==> config.mk <==
export PLATFORM = sky130hd
export DESIGN_NAME = addsub_arbiter
export DESIGN_NICKNAME = d
export VERILOG_FILES = /design/src/rtl/addsub_arbiter_pkg.sv /design/src/rtl/addsub_arbiter_addsub2.sv /design/src/rtl/addsub_arbiter.sv
export SDC_FILE = /design/constraint.sdc
export NUM_CORES = 1
export LEC_CHECK = 0
export CORE_ASPECT_RATIO = 1.25
export CORE_MARGIN = 5
export CORE_UTILIZATION = 40
export DETAILED_ROUTE_END_ITERATION = 8
export HOLD_SLACK_MARGIN = 0.15
export PLACE_DENSITY = 0.71
export SETUP_SLACK_MARGIN = 0.05
export SYNTH_ARGS = -nofsm -noshare
export SYNTH_HDL_FRONTEND = slang
export SYNTH_SLANG_ARGS = --single-unit
==> constraint.sdc <==
create_clock -name clk -period 4.6 [get_ports clk]
set_clock_uncertainty 0.15 [all_clocks]
set_input_delay 0.92 -clock clk [delete_from_list [all_inputs] [get_ports clk]]
set_output_delay 0.92 -clock clk [all_outputs]
set_load 0.02 [all_outputs]
==> src/rtl/addsub_arbiter_pkg.sv <==
// Shared types and helpers for the two-requester add/sub arbiter.
// State encodings, requester indices and the round-robin pick.
package addsub_arbiter_pkg;

   typedef enum logic [1:0] {
      ST_IDLE = 2'd0,
      ST_EXEC = 2'd1,
      ST_RESP = 2'd2
   } state_t;

   localparam logic REQ0 = 1'b0;
   localparam logic REQ1 = 1'b1;

   // One-hot grant: a lone requester wins, a tie goes to prio.
   function automatic logic [1:0] rr_pick(input logic [1:0] v,
                                          input logic p);
      logic [1:0] g;
      g = 2'b00;
      unique case (v)
         2'b01:   g = 2'b01;
         2'b10:   g = 2'b10;
         2'b11:   g = p ? 2'b10 : 2'b01;
         default: g = 2'b00;
      endcase
      return g;
   endfunction

endpackage

==> src/rtl/addsub_arbiter_addsub2.sv <==
// AddSub2: combinational add/subtract with two's-complement overflow.
// Shared arithmetic unit fed from the arbiter's operand registers.
module AddSub2 #(
   parameter int WIDTH = 8
) (
   input  logic [WIDTH-1:0] a,
   input  logic [WIDTH-1:0] b,
   input  logic             sub,
   output logic             ovf,
   output logic [WIDTH-1:0] out
);

   logic sa, sb, so;

   assign out = sub ? (a - b) : (a + b);
   assign sa  = a[WIDTH-1];
   assign sb  = b[WIDTH-1];
   assign so  = out[WIDTH-1];

   // Overflow when the effective operand signs agree but the result flips.
   assign ovf = (sub ? (sa != sb) : (sa == sb)) && (so != sa);

endmodule

==> src/rtl/addsub_arbiter.sv <==
// Round-robin arbiter sharing one AddSub2 between two requesters.
// Result is registered and held until the owning requester takes it.
module addsub_arbiter
   import addsub_arbiter_pkg::*;
#(
   parameter int WIDTH = 8
) (
   input  logic             clk,
   input  logic             rst,
   input  logic [1:0]       req_valid,
   output logic [1:0]       req_ready,
   input  logic [WIDTH-1:0] req0_a,
   input  logic [WIDTH-1:0] req0_b,
   input  logic             req0_sub,
   input  logic [WIDTH-1:0] req1_a,
   input  logic [WIDTH-1:0] req1_b,
   input  logic             req1_sub,
   output logic [1:0]       rsp_valid,
   input  logic [1:0]       rsp_ready,
   output logic [WIDTH-1:0] rsp_out,
   output logic             rsp_ovf,
   output logic             busy,
   output logic             owner
);

   state_t           state, state_n;
   logic             prio;
   logic [WIDTH-1:0] op_a, op_b;
   logic             op_sub;
   logic [WIDTH-1:0] alu_out;
   logic             alu_ovf;
   logic [1:0]       gnt;
   logic             take, win;

   AddSub2 #(.WIDTH(WIDTH)) u_alu (
      .a   (op_a),
      .b   (op_b),
      .sub (op_sub),
      .ovf (alu_ovf),
      .out (alu_out)
   );

   assign win  = gnt[1];
   assign take = |(req_valid & gnt);
   assign busy = (state != ST_IDLE);

   always_comb begin
      state_n   = state;
      gnt       = 2'b00;
      rsp_valid = 2'b00;
      unique case (state)
         ST_IDLE: begin
            if (!rst) gnt = rr_pick(req_valid, prio);
            if (take) state_n = ST_EXEC;
         end
         ST_EXEC: state_n = ST_RESP;
         ST_RESP: begin
            rsp_valid[owner] = 1'b1;
            if (rsp_ready[owner]) state_n = ST_IDLE;
         end
         default: state_n = ST_IDLE;
      endcase
   end

   assign req_ready = gnt;

   always_ff @(posedge clk) begin
      if (rst) begin
         state   <= ST_IDLE;
         prio    <= REQ0;
         owner   <= REQ0;
         op_a    <= '0;
         op_b    <= '0;
         op_sub  <= 1'b0;
         rsp_out <= '0;
         rsp_ovf <= 1'b0;
      end else begin
         state <= state_n;
         unique case (state)
            ST_IDLE: begin
               if (take) begin
                  owner  <= win;
                  op_a   <= win ? req1_a   : req0_a;
                  op_b   <= win ? req1_b   : req0_b;
                  op_sub <= win ? req1_sub : req0_sub;
               end
            end
            ST_EXEC: begin
               rsp_out <= alu_out;
               rsp_ovf <= alu_ovf;
            end
            ST_RESP: begin
               if (rsp_ready[owner]) prio <= ~owner;
            end
            default: ;
         endcase
      end
   end

endmodule
# Word level (Yosys, flattened, before mapping)
# Index checks and enable logic that the tools add are counted.
# totals
register_bits	30
# op_classes
n_addsub	2
order_cmp	2
eq_ne	10
n_mux	17
bitwise	2
n_reduce_logical	8
# ops
cell	count
$mux W8	3
$mux W2	6
$pmux W2 S3	2
$add A8 B8 Y8	1
$sub A8 B8 Y8	1
$eq A2 B2 Y1 const B	3
$reduce_and A2 Y1	3
$mux W1	5
$eq A2 B1 Y1 const B	2
$ne A2 B2 Y1 const B	2
$and A2 B2 Y2	1
$logic_and A1 B1 Y1	2
$logic_not A2 Y1	1
$lt A1 B2 Y1 const B	1
$ne A1 B1 Y1	2
$reduce_bool A2 Y1	1
$reduce_or A2 Y1	1
$demux W1 S1	1
$eq A1 B1 Y1	1
$ge A1 B1 Y1 const B	1
$not A1 Y1	1

# Depth between registers and ports, before layout
# Gate-level depths: netlist (run 1).
# depth
word_depth	8
mapped_depth	10
ltp_nobuf	10

# Modules after synthesis
# From an unflattened synthesis (run 1), not the netlist that was laid out.
# unflattened
cells_unflattened	236
hier_area_um2	1963.1
# by_module_without_submodules
module	instances	cells_each	area_each_um2	seq_area_each_um2
addsub_arbiter	1	174	1500.2	600.6
AddSub2	1	62	462.9	0.0

# Least setup slack after synthesis (run 1)
# No wires, ideal clock.
# synth_path
kind	input-to-output
from	input rst
to	output req_ready[0]
t_arrival_ps	1480
path_slack_ps	2050
path_stages	4
path_cell_list	nor2_1 -> nand3_1 -> buf_2 -> inv_1
# synth_between
elab_chain_len	2
# synth_rtl
element	line	source
start: declaration	addsub_arbiter.sv:9	input logic rst,
$mux W2	addsub_arbiter.sv:53	if (!rst) gnt = rr_pick(req_valid, prio);
$mux W2	addsub_arbiter.sv:51	unique case (state)
end: declaration	addsub_arbiter.sv:11	output logic [1:0] req_ready,
# No other way between the ends.

# Worst setup path in the final report (run 1)
# Ends and elaborated chain as after synthesis.

==> results.toml, run 1 <==
[pwr]
seqPwrFrac_pct = 34.9
netSwitchingFraction_pct = 34.30
p_leak_nw = 1.022
p_comb_share_pct = 44.7
p_int_mw = 0.6207
irDropWorstVdd_uv = 215.5
switching_power_mw = 0.3240
p_per_area_nw_per_um2 = 395.1
clockPowerShare_pct = 20.4

[timing]
min_period_ns = 3.356
fmax_mhz = 298.0
finalSetupTns_ns = 0
timing.final.hold_violations = 0
layout_setup_ws_ns = 1.244
grt_setup_unrepaired = "false"
slew_headroom_pct = 53.47
drv_slew = 0
period_share_pct = 72.95
setup_viol = 0
worst_slew_pin_slew_ns = 0.6965

[clock_network]
htree_levels = 2
post_cts_buffers = 0
clkSinkCount = 30
cts_hold_buf = 0
path_clk_slew_ns = 0.06
clk_latency_ns = 0.27
clockBufferDepth = 2
cts_tree = "built"
cts-root-buf = "clkbuf_8"
numCtsBuffers = 5
post_cts_resized = 0

[critical_path]
cp-end-kind = "output pin"
path_cells = "clkdlybuf4s50_1, nor2_1, nand3_1, inv_1, clkdlybuf4s50_1"
start_kind = "input port"
critPathSlowestCell = "clkdlybuf4s50_1"
critPathRequiredTime_ns = 3.53
cp_top_family = "buffers and inverters"
crit_top_cell = "clkdlybuf4s50_1"
cp.arrival_ns = 2.29
critPathLaunch = "rst"
cp_slowest_stage_delay_ns = 0.61
cp_num_cells = 5
cp_max_fo = 2
worst-path-buf-inv = 3
r2r_end = "rsp_ovf"
crit_end = "req_ready[0]"
r2r_setup_slack_ns = 2.09
worstReg2RegStart = "op_b[0]"
reg2regPathDepth = 10
worstSetupPathType = "input port to output pin"

[yosys]
synth_nets = 249
synthCells = 200
synth_seq_cells = 30
syn_area_um2 = 1728
avgSynthCellArea_um2 = 8.640
yosysSeqAreaShare_pct = 34.76
synth_cell_types = 30
ys_warn_count = 0
yosys.area.top_type = "dfxtp_1"
synth_top_area_share_pct = 34.76
synth_area_leaders = "dfxtp_1, mux2i_1, a211oi_1"

[floorplan]
fp.dieW_um = 68.79
die-height_um = 83.49
die_area_um2 = 5743
rows = 26
initial_core_util_pct = 41.82
ios = 55
fp.coreArea_um2 = 4131

[grt]
grt_use_total_pct = 14.73
globalRouteOverflowTotal = 0
grt_pass1_vias = 1560
antenna_found_initial = 0
grt_start_max_net_pins = 36
grt_pass1_wl_um = 6610

[placed_design]
place_congestion = 0.7591
place_area_um2 = 2315
place_hpwl_um = 3013
io_buffers = 54
dp_slack_ns = 1.223
place_inst = 302

[job]
maxCapViolations = 0

[detailed_routing]
postRouteAntennaNets = 0
initialDrtViolationCount = 51
vias_per_cell = 4.977
num_vias = 1538
routed_wl_um = 3895
dr.pass1.iters = 4
route.detailed.drc = 0
wl_per_cell_um = 12.61

[finish]
finalNonFillerCells = 309
final_net_count = 302
drive_gt1_share_pct = 5.534
synthToLayoutAreaGrowth_pct = 38.38
final_common_cell = "clkdlybuf4s50_1"
diodes = 0
design_area_um2 = 2391
final_cell_mix = "clkdlybuf4s50_1, dfxtp_1, nor2_1"
nFillCells = 398

[worst_hold_path]
hp-class = "flop to flop"

[outcome]
status = "finished, final reports clean"
## cells by family (layout without fill, tap and decap cells)
family                   count (synthesis)  count (layout)  synth area share [%]
flip-flops                              30              30                 34.76
XOR/XNOR                                13              13                 7.821
adder cells (fa/ha/maj)                  9               9                 6.952
buffers and inverters                   22              75                 5.069
AO/OA/AOI/OAI                           47              47                 17.96
AND/OR/NAND/NOR                         60              60                 16.44
multiplexers                            19              19                 11.01
## power groups by stage
stage	logic, mW	registers [mW]	clock network, mW
floorplan	0.285	0.349	0
global placement	0.422	0.335	0
detailed placement	0.424	0.336	0
CTS	0.428	0.331	0.199
global route	0.474	0.336	0.211
finish	0.422	0.330	0.193
## worst min path at each step
stage	from	to	slack, ns	cells past startpoint
2_1_floorplan	prio	prio	0.34	2
3_3_place_gp	rsp_out[4]	rsp_out[4]	0.29	2
3_5_place_dp	rsp_out[3]	rsp_out[3]	0.30	2
4_1_cts	rsp_out[3]	rsp_out[3]	0.30	2
5_1_grt	rsp_out[3]	rsp_out[3]	0.32	2
6_report	rsp_out[4]	rsp_out[4]	0.30	2
## final cells by class
cell class / count / area (um^2) / area share, %
Clock buffer: 7 / 76.32 / 3.192
Inverter: 11 / 41.29 / 1.727
Multi-Input combinational cell: 148 / 1040 / 43.49
Timing Repair Buffer: 57 / 563.0 / 23.55
Sequential cell: 30 / 600.6 / 25.12
Tap cell: 56 / 70.07 / 2.930
## metal layers
layer | share of wire (%) | GRT usage, %
met5 | 0 | 0
met4 | 1.5 | 5.142
met3 | 7.0 | 5.526
met2 | 52 | 25.54
met1 | 40 | 15.74
## through the flow
stage | total power, mW | hold slack, ns | util [%]
finish | 0.9448 | 0.3006 | 57.87
global route | 1.021 | 0.3163 | 57.87
CTS | 0.9580 | 0.3026 | 57.87
detailed placement | 0.7603 | 0.2964 | 56.03
global placement | 0.7570 | 0.2882 | 56.03
floorplan | 0.6339 | 0.3405 | -
## flip-flops by register name (all words and copies together) (netlist names)
signal / cells
op_sub: 1
state: 2
op_a: 8
rsp_ovf: 1
rsp_out: 8
owner: 1
op_b: 8
prio: 1
## synth_stat cells
library cell and count:
dfxtp_1 30, nor2_1 27, a211oi_1 19, mux2i_1 19, a21oi_1 15, nand2_1 13, inv_1 11, xnor2_1 9
ha_1 8, clkbuf_1 6, a31oi_1 4, buf_2 4, nand3_1 4, o21ai_0 4, a21o_1 3, nand3b_1 3
nor2b_1 3, nand2b_1 2, nor3_1 2, nor3_2 2, nor4b_1 2, xor2_1 2, a31o_2 1, and2_1 1
buf_1 1, fa_1 1, o41ai_2 1, or2_2 1, xnor2_2 1, xnor3_1 1
## worst min-delay path, stage by stage (launching register included)
cell	delay, ns
dfxtp_1	0.31
nand2_1	0.05
a21oi_1	0.05
No activity file was read; power rests on OpenSTA's default activity.
==> run 2: changes to the inputs <==
Settings changed: PLACE_DENSITY 0.71 to 0.73.
Clock period 4.6 ns to 2.7 ns, I/O delays scaled along.
==> run 2 against run 1 <==
Global-route usage grew 0.31 points. Sequential power grew 70%. Wire length shrank 1.5%. Final cell count grew 0.32%. Die area is the same. Largest cell class unchanged.
==> results.toml, run 2 (synthesized netlist as in run 1, its figures left out) <==
[outcome]
status = "finished, final reports clean"

[critical_path]
r2r_setup_slack_ns = 0.26
critPathRequiredTime_ns = 2.73
cp_max_fo = 5
cp_slowest_stage_delay_ns = 0.39
crit_top_cell = "ha_1"
critPathSlowestCell = "dfxtp_1"
cp.arrival_ns = 2.47
start_kind = "flop"
worstSetupPathType = "flop to flop"
cp-end-kind = "flop"
path_cells = "inv_1, ha_1, a31oi_1, xnor2_1, ha_1, a21oi_1, o21ai_0, a21oi_2, xnor3_1, o41ai_2"

[finish]
design_area_um2 = 2415
final_util_pct = 58.45
finalNonFillerCells = 310
final_cell_mix = "clkdlybuf4s50_1, dfxtp_1, nor2_1"
final_common_cell = "clkdlybuf4s50_1"
top_regs = "op_a x8, op_b x8, rsp_out x8"
synthToLayoutAreaGrowth_pct = 39.75
drive_gt1_share_pct = 6.693
final_net_count = 302
diodes = 0
nFillCells = 408

[clock_network]
clkSinkCount = 30
htree_levels = 2
clk_latency_ns = 0.28
cts_tree = "built"
clockBufferDepth = 2
cts-root-buf = "clkbuf_8"
numCtsBuffers = 5
path_clk_slew_ns = 0.06

[pwr]
p_leak_nw = 1.065
p_per_area_nw_per_um2 = 680.2
power.total_mw = 1.643
irDropWorstVdd_uv = 354.6

[floorplan]
die-height_um = 83.49
rows = 26
ios = 55
initial_core_util_pct = 41.82
fp.coreArea_um2 = 4131
die_area_um2 = 5743
fp.dieW_um = 68.79

[timing]
worst_slew_pin_slew_ns = 0.7080
grt_setup_unrepaired = "false"
layout_setup_ws_ns = 0.2608
drv_slew = 0
fmax_mhz = 410.0
finalSetupTns_ns = 0
timing.final.hold_violations = 0
hold_ws_ns = 0.3004
period_share_pct = 90.34
setup_viol = 0
slew_headroom_pct = 52.71
min_period_ns = 2.439

[placed_design]
io_buffers = 54
place_inst = 302
dp_slack_ns = 0.07477
place_area_um2 = 2315
place_congestion = 0.7331
place_hpwl_um = 3011

[grt]
grt_pass1_vias = 1592
grt_start_max_net_pins = 36
grt_pass1_wl_um = 6741
globalRouteOverflowTotal = 0
grt_use_total_pct = 15.04
antenna_found_initial = 0

[detailed_routing]
initialDrtViolationCount = 47
routed_wl_um = 3835
wl_per_cell_um = 12.37
vias_per_cell = 4.997
route.detailed.drc = 0
dr.pass1.iters = 4
num_vias = 1549
postRouteAntennaNets = 0

[job]
maxCapViolations = 0

[worst_hold_path]
hp-class = "flop to flop"
## run 2: cell count changes in the layout (fill, tap and decap cells not counted), sizes merged
| cell | previous run | this run |
|---|---|---|
| clkinv | 0 | 1 |
| dlymetal6s2s | 0 | 2 |
| clkdlybuf4s50 | 54 | 52 |
## run 2: final timing paths
path,cells after the start,from,endpoint
setup reg to reg,10,op_b[0],rsp_ovf
setup / recovery,10,op_b[0],rsp_ovf
hold / removal,2,rsp_out[3],rsp_out[3]
hold reg to reg,2,rsp_out[3],rsp_out[3]
## run 2: routing by layer
layer	routed length [um]	share of wire (%)	up-vias	global-route usage, %
met5	0	0	-	0
met4	68	1.8	0	5.319
met3	240	6.3	6	4.447
met2	1916	50	37	26.59
met1	1610	42	694	16.29
li1	-	-	812	-
## run 2: final cells by class
type                    instances  area, um^2  area share [%]
repair buffers                 57       568.0           23.52
multi-input cells             148        1044           43.21
well taps                      56       70.07           2.902
clock buffers                   7       86.33           3.575
flip-flops and latches         30       600.6           24.87
clock inverters                 1       5.005          0.2073
inverters                      11       41.29           1.710
## run 2: critical path, delay by kind of cell (launching register included)
family | cells | cell delay (ns)
AO/OA/AOI/OAI | 5 | 0.83
adder cells (fa/ha/maj) | 2 | 0.53
flip-flops | 1 | 0.39
XOR/XNOR | 2 | 0.39
buffers and inverters | 1 | 0.06
## run 2: where the power goes
part | leakage (nW) | switching, mW | internal [mW]
logic | 0.771 | 0.348 | 0.373
registers | 0.246 | 0.0530 | 0.509
clock network | 0.0482 | 0.155 | 0.205
total | 1.07 | 0.556 | 1.09
## run 2: repair_timing
action | CTS | global route
gates resized for setup | 0 | 3
setup buffers | 0 | 0
hold buffers | 0 | 0
endpoints found under the setup margin | 0 | 3
==> run 3: changes to the inputs <==
Settings changed: GPL_ROUTABILITY_DRIVEN set to 0, PLACE_DENSITY 0.73 to 0.7.
Clock period 2.7 ns to 2 ns, I/O delays scaled along.
==> run 3 against run 2 <==
The flow now finishes with violations (negative setup slack). Via count grew 7.7%. Hold slack gained 0.0011 ns. Wire length grew 13%. Flip-flop and latch count is the same. Core utilization grew 8.8 points. Final cell count grew 9.7%. Sequential power grew 36%. Clock-buffer cell count shrank 1. Sequential share of layout area shrank 2.9 points. Maximum frequency grew 12%. Clock power grew 29%. Register-to-register slack lost 0.44 ns.
==> results.toml, run 3 (synthesized netlist as in run 1, its figures left out) <==
[pwr]
switching_power_mw = 0.8784
p_per_area_nw_per_um2 = 942.9
p_comb_share_pct = 53.1
seqPwrFrac_pct = 29.1
power.total_mw = 2.618
p_int_mw = 1.739
netSwitchingFraction_pct = 33.56
p_leak_nw = 1.237
clockPowerShare_pct = 17.8
irDropWorstVdd_uv = 401.0

[critical_path]
crit_top_cell = "a21oi_2"
reg2regPathDepth = 9
critPathRequiredTime_ns = 2.03
cp_slowest_stage_delay_ns = 0.34
start_kind = "flop"
path_cells = "nor3_4, a31oi_2, xnor2_1, ha_1, a21oi_2, o21ai_1, a21oi_2, xnor3_1, o41ai_2"
critPathSlowestCell = "dfxtp_2"
cp.arrival_ns = 2.21
worstSetupPathType = "flop to flop"
cp-end-kind = "flop"
cp_max_fo = 4

[job]
maxCapViolations = 0

[timing]
hold_ws_ns = 0.3015
timing.final.hold_violations = 0
worst_slew_pin_slew_ns = 0.3952
layout_setup_ws_ns = -0.1749
slew_headroom_pct = 73.65
drv_slew = 0
grt_setup_unrepaired = "true"
min_period_ns = 2.175
setup_viol = 6
period_share_pct = 108.7
fmax_mhz = 459.8

[finish]
final_common_cell = "clkdlybuf4s50_1"
final_util_pct = 67.20
top_regs = "op_a x8, op_b x8, rsp_out x8"
final_cell_mix = "clkdlybuf4s50_1, buf_4, nor2_1, dfxtp_1, a211oi_1"
drive_gt1_share_pct = 27.82
synthToLayoutAreaGrowth_pct = 60.68
nFillCells = 361
final_net_count = 334
diodes = 0
design_area_um2 = 2776
finalNonFillerCells = 340

[worst_hold_path]
hp-class = "flop to flop"
min_delay_path_depth = 2

[detailed_routing]
postRouteAntennaNets = 0
route.detailed.drc = 0
initialDrtViolationCount = 50
num_vias = 1669
wl_per_cell_um = 12.71
vias_per_cell = 4.909
dr.pass1.iters = 4
routed_wl_um = 4323

[grt]
antenna_found_initial = 0
grt_start_max_net_pins = 36
grt_pass1_vias = 1733
globalRouteOverflowTotal = 0
grt_pass1_wl_um = 7431
grt_use_total_pct = 16.68

[placed_design]
place_hpwl_um = 3294
place_area_um2 = 2549
place_inst = 329
io_buffers = 54

[clock_network]
clockBufferDepth = 2
numCtsBuffers = 5
clk_latency_ns = 0.27
cts_tree = "built"
htree_levels = 2
clkSinkCount = 30
cts-root-buf = "clkbuf_8"
cts_hold_buf = 0
path_clk_slew_ns = 0.06

[floorplan]
ios = 55
fp.dieW_um = 68.79
rows = 26
die-height_um = 83.49
die_area_um2 = 5743
fp.coreArea_um2 = 4131
initial_core_util_pct = 41.82

[outcome]
status = "complete, but fails checks"
failed_checks = "negative setup slack"
[run 3: routing by layer]
metal  vias to the layer above  part of all wire [%]  GRT usage (%)  wire length (um)
met4                         0                   1.8          6.915                79
met1                       756                    40          17.43              1718
met5                         -                     0              0                 0
li1                        866                     -              -                 -
met2                        40                    53          30.32              2294
met3                         7                   5.3          3.908               229
[run 3: stage by stage]
stage | setup WS, ns | TNS (ns)
CTS | -0.1999 | -0.8253
finish | -0.1749 | -0.7017
floorplan | -0.1353 | -0.1353
detailed placement | -0.3706 | -1.889
global placement | -0.3381 | -1.314
global route | -0.3093 | -1.493
[run 3: power by group through the flow]
stage	registers [mW]	logic (mW)	clock network, mW
after floorplan	0.805	0.682	0
after global routing	0.776	1.52	0.516
after detailed placement	0.769	1.21	0
after global placement	0.766	1.19	0
after CTS	0.762	1.33	0.480
final	0.762	1.39	0.465
[run 3: area by class of cell]
cell class	count	area [um^2]	area share, %
flip-flops and latches	30	609.3	21.95
multi-input cells	148	1176	42.36
well taps	56	70.07	2.524
clock buffers	6	82.58	2.974
repair buffers	89	797.0	28.71
inverters	11	41.29	1.487
[run 3: critical path, delay by kind of cell, from the launching register on]
| family | cells | cell delay, ns |
|---|---|---|
| compound gates | 5 | 0.67 |
| xor+xnor | 2 | 0.38 |
| fa+ha+maj | 1 | 0.33 |
| flops | 1 | 0.34 |
| simple gates | 1 | 0.21 |
[run 3: timing repair]
action                     4_1_cts  5_1_grt
resized for setup               25       20
setup endpoints to repair       11       11
pin swaps                       13        5
setup buffers                    5        1
[run 3: final timing paths]
kind	start	to	slack [ns]
max	op_b[3]	rsp_ovf	-0.17
min	rsp_out[3]	rsp_out[3]	0.30
max reg2reg	op_b[3]	rsp_ovf	-0.17
min reg2reg	rsp_out[3]	rsp_out[3]	0.30
